$ cat src/rtl/ddr_wr_arbiter.sv
// ddr_wr_arbiter: round-robin arbiter that shares one DDR3 AXI write port between two burst writers
// Ports:
//   core_clk, core_rst_n   clock and asynchronous active-low reset
//   init_calib_complete    DDR3 calibrated; no grant is issued while low
//   m0_* / m1_*            AXI write slave ports (0 = send-buffer manager, 1 = receive-buffer manager)
//   s_axi_*                AXI write master port towards the DDR3 memory controller
//   err_o                  sticky protocol error (misplaced wlast, bad bresp, bid not matching grant)
module ddr_wr_arbiter #(
    parameter int C_S_AXI_ID_WIDTH   = 4,
    parameter int C_S_AXI_DATA_WIDTH = 512,
    parameter int C_S_AXI_ADDR_WIDTH = 32
) (
    input  logic                              core_clk,
    input  logic                              core_rst_n,
    input  logic                              init_calib_complete,
    input  logic [C_S_AXI_ADDR_WIDTH-1:0]     m0_awaddr,
    input  logic [7:0]                        m0_awlen,
    input  logic                              m0_awvalid,
    output logic                              m0_awready,
    input  logic [C_S_AXI_DATA_WIDTH-1:0]     m0_wdata,
    input  logic [C_S_AXI_DATA_WIDTH/8-1:0]   m0_wstrb,
    input  logic                              m0_wlast,
    input  logic                              m0_wvalid,
    output logic                              m0_wready,
    output logic                              m0_bvalid,
    output logic [1:0]                        m0_bresp,
    input  logic                              m0_bready,
    input  logic [C_S_AXI_ADDR_WIDTH-1:0]     m1_awaddr,
    input  logic [7:0]                        m1_awlen,
    input  logic                              m1_awvalid,
    output logic                              m1_awready,
    input  logic [C_S_AXI_DATA_WIDTH-1:0]     m1_wdata,
    input  logic [C_S_AXI_DATA_WIDTH/8-1:0]   m1_wstrb,
    input  logic                              m1_wlast,
    input  logic                              m1_wvalid,
    output logic                              m1_wready,
    output logic                              m1_bvalid,
    output logic [1:0]                        m1_bresp,
    input  logic                              m1_bready,
    output logic [C_S_AXI_ID_WIDTH-1:0]       s_axi_awid,
    output logic [C_S_AXI_ADDR_WIDTH-1:0]     s_axi_awaddr,
    output logic [7:0]                        s_axi_awlen,
    output logic [2:0]                        s_axi_awsize,
    output logic [1:0]                        s_axi_awburst,
    output logic                              s_axi_awlock,
    output logic [3:0]                        s_axi_awcache,
    output logic [2:0]                        s_axi_awprot,
    output logic [3:0]                        s_axi_awqos,
    output logic                              s_axi_awvalid,
    input  logic                              s_axi_awready,
    output logic [C_S_AXI_DATA_WIDTH-1:0]     s_axi_wdata,
    output logic [C_S_AXI_DATA_WIDTH/8-1:0]   s_axi_wstrb,
    output logic                              s_axi_wlast,
    output logic                              s_axi_wvalid,
    input  logic                              s_axi_wready,
    output logic                              s_axi_bready,
    input  logic [C_S_AXI_ID_WIDTH-1:0]       s_axi_bid,
    input  logic [1:0]                        s_axi_bresp,
    input  logic                              s_axi_bvalid,
    output logic                              err_o
);
    localparam int STRB_W = C_S_AXI_DATA_WIDTH / 8;

    typedef enum logic [1:0] {IDLE, ADDR, DATA, RESP} state_t;

    state_t      r_state, w_state_nxt;
    logic        r_gnt, r_last_gnt, r_err, w_gnt_nxt, w_err_set;
    logic [7:0]  r_len, r_beat, w_awlen_sel;
    logic        w_in_addr, w_in_data, w_in_resp;
    logic        w_aw_hs, w_w_hs, w_b_hs;
    logic        w_wvalid_sel, w_wlast_sel, w_bready_sel;

    assign w_in_addr    = (r_state == ADDR);
    assign w_in_data    = (r_state == DATA);
    assign w_in_resp    = (r_state == RESP);
    assign w_awlen_sel  = r_gnt ? m1_awlen  : m0_awlen;
    assign w_wvalid_sel = r_gnt ? m1_wvalid : m0_wvalid;
    assign w_wlast_sel  = r_gnt ? m1_wlast  : m0_wlast;
    assign w_bready_sel = r_gnt ? m1_bready : m0_bready;

    assign s_axi_awid    = C_S_AXI_ID_WIDTH'(r_gnt);
    assign s_axi_awaddr  = r_gnt ? m1_awaddr : m0_awaddr;
    assign s_axi_awlen   = w_awlen_sel;
    assign s_axi_awsize  = 3'($clog2(STRB_W));
    assign s_axi_awburst = 2'b01;
    assign s_axi_awlock  = 1'b0;
    assign s_axi_awcache = 4'b0011;
    assign s_axi_awprot  = 3'b000;
    assign s_axi_awqos   = 4'b0000;
    // Valids depend only on registered state and requester valids, never on s_axi_*ready
    assign s_axi_awvalid = w_in_addr;
    assign s_axi_wdata   = r_gnt ? m1_wdata : m0_wdata;
    assign s_axi_wstrb   = r_gnt ? m1_wstrb : m0_wstrb;
    assign s_axi_wlast   = w_wlast_sel;
    assign s_axi_wvalid  = w_in_data & w_wvalid_sel;
    assign s_axi_bready  = w_in_resp & w_bready_sel;

    assign m0_awready = w_in_addr & ~r_gnt & s_axi_awready;
    assign m1_awready = w_in_addr &  r_gnt & s_axi_awready;
    assign m0_wready  = w_in_data & ~r_gnt & s_axi_wready;
    assign m1_wready  = w_in_data &  r_gnt & s_axi_wready;
    assign m0_bvalid  = w_in_resp & ~r_gnt & s_axi_bvalid;
    assign m1_bvalid  = w_in_resp &  r_gnt & s_axi_bvalid;
    assign m0_bresp   = s_axi_bresp;
    assign m1_bresp   = s_axi_bresp;
    assign err_o      = r_err;

    assign w_aw_hs = s_axi_awvalid & s_axi_awready;
    assign w_w_hs  = s_axi_wvalid & s_axi_wready;
    assign w_b_hs  = s_axi_bvalid & s_axi_bready;

    // wlast must coincide exactly with the beat numbered awlen; bid must echo the grant
    assign w_err_set = (w_w_hs && (w_wlast_sel != (r_beat == r_len))) ||
                       (w_b_hs && (s_axi_bresp != 2'b00 || s_axi_bid != s_axi_awid));

    always_comb begin
        w_state_nxt = r_state;
        w_gnt_nxt   = r_gnt;
        case (r_state)
            IDLE: if (init_calib_complete && (m0_awvalid || m1_awvalid)) begin
                w_state_nxt = ADDR;
                // On a tie the requester not served last wins
                w_gnt_nxt   = (m0_awvalid && m1_awvalid) ? ~r_last_gnt : m1_awvalid;
            end
            ADDR: w_state_nxt = w_aw_hs ? DATA : ADDR;
            DATA: w_state_nxt = (w_w_hs && w_wlast_sel) ? RESP : DATA;
            RESP: w_state_nxt = w_b_hs ? IDLE : RESP;
            default: w_state_nxt = IDLE;
        endcase
    end

    always_ff @(posedge core_clk or negedge core_rst_n) begin
        if (!core_rst_n) begin
            r_state    <= IDLE;
            r_gnt      <= 1'b1;
            r_last_gnt <= 1'b1;
            r_len      <= '0;
            r_beat     <= '0;
            r_err      <= 1'b0;
        end else begin
            r_state <= w_state_nxt;
            r_gnt   <= w_gnt_nxt;
            if (w_aw_hs) begin
                r_len  <= w_awlen_sel;
                r_beat <= '0;
            end else if (w_w_hs) begin
                r_beat <= r_beat + 8'd1;
            end
            if (w_b_hs) r_last_gnt <= r_gnt;
            if (w_err_set) r_err <= 1'b1;
        end
    end
endmodule

$ cat config.mk
export PLATFORM = sky130hd
export DESIGN_NAME = ddr_wr_arbiter
export DESIGN_NICKNAME = d
export VERILOG_FILES = /design/src/rtl/ddr_wr_arbiter.sv
export SDC_FILE = /design/constraint.sdc
export NUM_CORES = 1
export LEC_CHECK = 0
export CAP_MARGIN = 20
export CORE_AREA = 3 3 739 741
export DETAILED_ROUTE_END_ITERATION = 16
export DIE_AREA = 0 0 742 744
export PLACE_DENSITY_LB_ADDON = 0.05
export SLEW_MARGIN = 40
export SYNTH_ARGS = -nofsm -noshare
export SYNTH_HDL_FRONTEND = slang
export SYNTH_SLANG_ARGS = --single-unit
$ cat constraint.sdc
create_clock -name core_clk -period 2.35 [get_ports core_clk]
set_clock_uncertainty 0.2 [all_clocks]
set_input_delay 0.3525 -clock core_clk [delete_from_list [all_inputs] [get_ports core_clk]]
set_output_delay 0.3525 -clock core_clk [all_outputs]
set_load 0.02 [all_outputs]
# Word-level counts from Yosys, hierarchy flattened
# Index checks and enable logic that the tools add are counted.
[totals]
ff_bits = 21
out_inout_bits = 652
[classes]
addsub = 1
eq_ne = 7
muxes = 15
bitwise = 19
reduce_logical = 12
[op_table]
columns = ["cell", "count"]
rows = [
  ["$mux W512", 1],
  ["$mux W64", 1],
  ["$mux W32", 1],
  ["$mux W8", 3],
  ["$and A1 B1 Y1", 17],
  ["$add A8 B1 Y8 const B", 1],
  ["$eq A8 B8 Y1", 1],
  ["$pmux W2 S4", 1],
  ["$mux W2", 3],
  ["$logic_and A1 B1 Y1", 5],
  ["$mux W1", 5],
  ["$eq A2 B2 Y1 const B", 2],
  ["$ne A4 B1 Y1", 1],
  ["$reduce_bool A2 Y1", 2],
  ["$logic_or A1 B1 Y1", 3],
  ["$eq A2 B1 Y1 const B", 1],
  ["$logic_not A2 Y1", 1],
  ["$ne A2 B2 Y1 const B", 1],
  ["$not A1 Y1", 2],
  ["$reduce_and A2 Y1", 1],
  ["$ne A1 B1 Y1", 1],
]

# Longest topological paths before layout
[depth]
ltp_word = 6
depth_mapped = 7

# Worst setup path before layout
# Ideal clock, no wire load.
[synth_timing]
path_type = "reg2out"
from = "reg r_gnt"
to = "out s_axi_wdata[499]"
arrival_time_ns = 1.799
setup_slack_ns = -0.002
stages_incl_launch_ff = 6
n_path_buf = 4
cell_sequence = "dfstp_2 -> buf_4 -> clkbuf_1 -> clkbuf_1 -> buf_2 -> mux2_2"
[synth_via]
elab_chain_len = 1
[synth_lines]
columns = ["element", "line", "rtl"]
rows = [
  ["start: declaration", "67", "logic r_gnt, r_last_gnt, r_err, w_gnt_nxt, w_err_set;"],
  ["start signal: assignment", "142", "r_gnt <= w_gnt_nxt;"],
  ["$mux W512", "92", "assign s_axi_wdata = r_gnt ? m1_wdata : m0_wdata;"],
  ["end: declaration", "51", "output logic [C_S_AXI_DATA_WIDTH-1:0] s_axi_wdata,"],
]
# Every way passes these cells.

# Worst setup path in the final report
[layout_timing]
from = "reg r_gnt"
to = "out s_axi_wdata[348]"
# Same word-level chain as after synthesis.

==> results.md <==
Pwr:
- In this run the power density over the cells is 906 nW/um^2.
- The leakage power is approximately 14 nW.
- The peak ir drop on the vdd network is 0.423 mV.

GRT:
- The first-pass GRT wire length is between 400,000 and 500,000 um.
- The pin count of the biggest net entering global routing is 32.
- The initial antenna violation count is ~420.
- The number of global-route vias before repair is about 19,000.
- In the global route stage, overall resource usage came out at 0.129.
- The total global routing overflow is 0.

Timing:
- The worst-margin pin slew is around 0.49 ns.
- The worst path in the final design needs a cycle of 2.88 ns, including I/O delays and setup.
- Setup repair after global routing could not meet its margin everywhere.
- The maximum clock frequency is about 0.35 GHz.
- In the final timing run, aggregate negative setup slack is -243.15 ns.
- Measured against its own limit, the worst slew margin works out to 0.672.
- The number of setup violations in the final report is 637.
- Across all setup checks in the final design, the least slack found is -0.528 ns.
- The number of hold-slack violations in the final timing report is 0.
- The number of max-slew violations in the final report is 0.
- In the finished design, the share of the clock period the worst path needs comes to 1.22.

Setup path:
- The internal reg-to-reg setup slack is -0.32 ns.
- The endpoint kind of the worst setup timing path is an output pin.
- The library cell contributing the largest single delay on the critical path is sky130_fd_sc_hd__dfstp_4.
- The largest incremental delay on the critical path is about 0.65 ns.
- The cell repeated most along the worst path is sky130_fd_sc_hd__buf_16.
- For the worst setup path, the data arrival time is approximately 2.3 ns.
- For the worst setup path, the data required time is 1.80 ns.
- STA classifies the critical path startpoint as a register.
- By startpoint and endpoint, the worst setup path is classified as reg2out.
- The capture point of the worst reg-to-reg path is r_beat[7].
- In this run the worst path has a maximum fanout of 8.
- Walking the worst path, the cells encountered are buf_12 -> buf_16 -> buf_16 -> buf_16 -> buf_16 -> mux2_4 -> buf_6.
- The number of cells on the worst reg-to-reg path is 8.
- The startpoint of the most critical register-to-register path is r_gnt.

Place:
- Prior to clock tree synthesis, the placed netlist has a worst setup slack of -0.625 ns.
- The quantity of I/O buffers inserted on ports is 1,883.
- Routability-driven placement finished with a final weighted congestion of 0.871.
- The half-perimeter wire length after detailed placement is 355,000 um.

Synthesis:
- Yosys printed 0 warnings.
- The distinct cell type count of the synthesized netlist is 35.
- Summing every instance area after synthesis gives around 8600 um^2.
- For this run, the register share of the synthesized area comes to 0.0613.
- By area the synthesized netlist is led by sky130_fd_sc_hd__mux2_2, sky130_fd_sc_hd__dfrtp_1, sky130_fd_sc_hd__buf_2, sky130_fd_sc_hd__buf_4, sky130_fd_sc_hd__nand2_1.
- The average cell area after synthesis is 10.3 um^2.
- Of the post-synthesis cell area, the dominant cell type holds 0.808.
- Synthesis inferred 21 register bits.
- Of all cell types, the one taking the most synthesized area is sky130_fd_sc_hd__mux2_2.
- After technology mapping, the gate count stands at 840.

Finish:
- The proportion of layout cells with a drive suffix above 1 is 0.497.
- The net count of the finished layout is 4,191.
- From synthesis to final layout, the design area changed by 381%.
- The utilization after layout is 0.0767.

Detailed routing:
- The final route contains 18,100 vias.
- For this run, design rule violations remaining after detail routing come to 0.
- The number of DRC markers in iteration 0 is around 540.
- The final routed wire length divided by cell count is 36.6 um.
- After detailed routing, the total wire length is 375,000 um.
- The count of nets left with antenna violations once routing finished came out at 0.
- The number of detailed-route iterations in the first pass is 5.
- The routed via count divided by cell count is roughly 1.8.

Clock network:
- The TritonCTS clock tree is built.
- The largest buffer count on any clock path is 2.
- In this run the number of H-tree levels came out at 1.
- The number of sinks handled by clock tree synthesis is 21.
- At the later pin of the worst-skew pair, clock insertion delay measures ~0.26 ns.
- After clock tree synthesis, the flow added hold-fix buffers numbering 0.
- The clock root buffer master is sky130_fd_sc_hd__clkbuf_16.
- The clock-pin slew of the registers on the worst-case setup and hold paths is 0.07 ns.
- Buffers inserted during clock tree synthesis total 3.

Job:
- The count of max-cap constraint violations is 0.

Die:
- The number of I/O pins is about 1,900.
- The die covers 552,000 um^2.
- The horizontal die dimension is approximately 740 um.
- The floorplan has 270 rows.
- The vertical die dimension is 744 um.
- The core region area is 540,000 um^2.
- The initial utilization of the core area, before any placement, comes to 0.0159.

Worst hold path:
- The type of the worst min-delay path is in2async.

Status:
- The flow ran to the end, but the final reports show violations.
- The final reports fail on negative setup slack.
==> worst max-delay path by stage <==
| stage | from | end | slack, ns | cells after the start |
|---|---|---|---|---|
| floorplan | r_gnt | s_axi_awaddr[30] | 0.03 | 5 |
| global placement | r_gnt | s_axi_wdata[348] | -0.63 | 5 |
| detailed placement | r_gnt | s_axi_wdata[348] | -0.62 | 5 |
| CTS | r_gnt | s_axi_awaddr[19] | -0.64 | 7 |
| global route | r_gnt | s_axi_wdata[309] | -0.62 | 7 |
| finish | r_gnt | s_axi_wdata[348] | -0.53 | 7 |
==> cells in the mapped netlist, drive strengths merged <==
| cell | instances |
|---|---|
| mux2 | 618 |
| buf | 87 |
| nand2 | 31 |
| dfrtp | 19 |
| nor2 | 18 |
| clkbuf | 11 |
| xor2 | 9 |
| xnor2 | 6 |
| nand3 | 4 |
| inv | 3 |
| mux2i | 3 |
| nor3 | 3 |
| nor3b | 3 |
| nor4 | 3 |
| a21oi | 2 |
| conb | 2 |
| dfstp | 2 |
| nand3b | 2 |
| o21ai | 2 |
| a21boi | 1 |
| a21o | 1 |
| a311o | 1 |
| a31oi | 1 |
| ha | 1 |
| nand2b | 1 |
| nand4 | 1 |
| nand4b | 1 |
| o211ai | 1 |
| or2 | 1 |
| or3 | 1 |
| or4 | 1 |
==> placed cells by master, fill, tap and decap left out, types with 2 or more instances in the layout <==
master	netlist	final
sky130_fd_sc_hd__buf_16	0	30
sky130_fd_sc_hd__nand2_1	31	31
sky130_fd_sc_hd__mux2_4	0	152
sky130_fd_sc_hd__xor2_1	9	9
sky130_fd_sc_hd__mux2i_1	2	2
sky130_fd_sc_hd__a21oi_1	2	2
sky130_fd_sc_hd__nand3_1	4	4
sky130_fd_sc_hd__nor3_1	3	3
sky130_fd_sc_hd__xnor2_1	6	6
sky130_fd_sc_hd__clkdlybuf4s50_1	0	1256
sky130_fd_sc_hd__conb_1	2	20
sky130_fd_sc_hd__dlygate4sd2_1	0	86
sky130_fd_sc_hd__buf_6	0	111
sky130_fd_sc_hd__buf_12	0	190
sky130_fd_sc_hd__clkbuf_2	0	10
sky130_fd_sc_hd__nor4_1	3	3
sky130_fd_sc_hd__o21ai_0	2	2
sky130_fd_sc_hd__buf_8	0	28
sky130_fd_sc_hd__inv_1	3	3
sky130_fd_sc_hd__clkbuf_16	0	16
sky130_fd_sc_hd__nor2_1	18	18
sky130_fd_sc_hd__diode_2	0	90
sky130_fd_sc_hd__mux2_2	618	466
sky130_fd_sc_hd__dfrtp_1	19	19
sky130_fd_sc_hd__clkdlybuf4s15_2	0	23
sky130_fd_sc_hd__buf_2	60	63
sky130_fd_sc_hd__bufbuf_16	0	2
sky130_fd_sc_hd__buf_4	26	360
==> stage by stage <==
stage / std cells / power [mW] / area [um^2] / hold WS (ns)
2_1_floorplan: 858 / 12.2 / 8680 / -0.143
3_3_place_gp: 10000 / 34.2 / 38600 / 0.292
3_5_place_dp: 10000 / 34.0 / 38600 / 0.286
4_1_cts: 10100 / 36.9 / 39800 / 0.293
5_1_grt: 10200 / 40.2 / 41300 / 0.315
6_report: 10200 / 37.5 / 41400 / 0.274
==> power breakdown <==
group / internal [mW] / total [mW] / switching (mW) / leakage, nW
Sequential: 0.500 / 0.619 / 0.119 / 0.264
Clock: 0.233 / 0.403 / 0.170 / 0.0387
Combinational: 16.4 / 36.5 / 20.1 / 14.1
Total: 17.1 / 37.5 / 20.4 / 14.4
==> repair_timing <==
| action | 4_1_cts | 5_1_grt |
|---|---|---|
| endpoints found under the setup margin | 637 | 637 |
| gates resized for setup | 682 | 400 |
| cloned | 16 | 15 |
| buffers inserted | 31 | 50 |
==> cells by family after synthesis <==
logic type                 after synthesis  share of synthesized area
other                                    2                   0.000872
muxes                                  621                      0.812
xor gates and xnor gates                15                     0.0152
DFF                                     21                     0.0613
and+or+nand+nor                         70                     0.0386
AOI/OAI and AO/OA                        9                    0.00683
adders and majority gates                1                    0.00145
buffers and inverters                  101                     0.0640
==> cell type report <==
type,instances,area [um^2]
Antenna cell,90,225
Clock buffer,4,78.8
Fill cell,63100,499000
Inverter,3,11.3
Multi-Input combinational cell,736,8200
Sequential cell,21,532
Tap cell,7208,9020
Timing Repair Buffer,2173,23400
==> sequential cells by signal, indices dropped and copies added, names as in the netlist <==
signal / count
r_gnt: 1
r_last_gnt: 1
err_o: 1
r_state: 2
r_beat: 8
r_len: 8
==> routing by layer <==
layer	global-route usage	vias to the layer above	share of wire
met1	0.128	8172	0.34
met4	0.0122	158	0.017
met5	0	-	0.0028
met3	0.0857	614	0.15
met2	0.229	1793	0.49
li1	-	7409	-
==> critical path, delay by kind of cell (launching register included) <==
family,cells,cell delay [ns]
mux,1,0.38
flops,1,0.65
buf+inv,6,0.93
No activity file was read; power rests on OpenSTA's default activity.
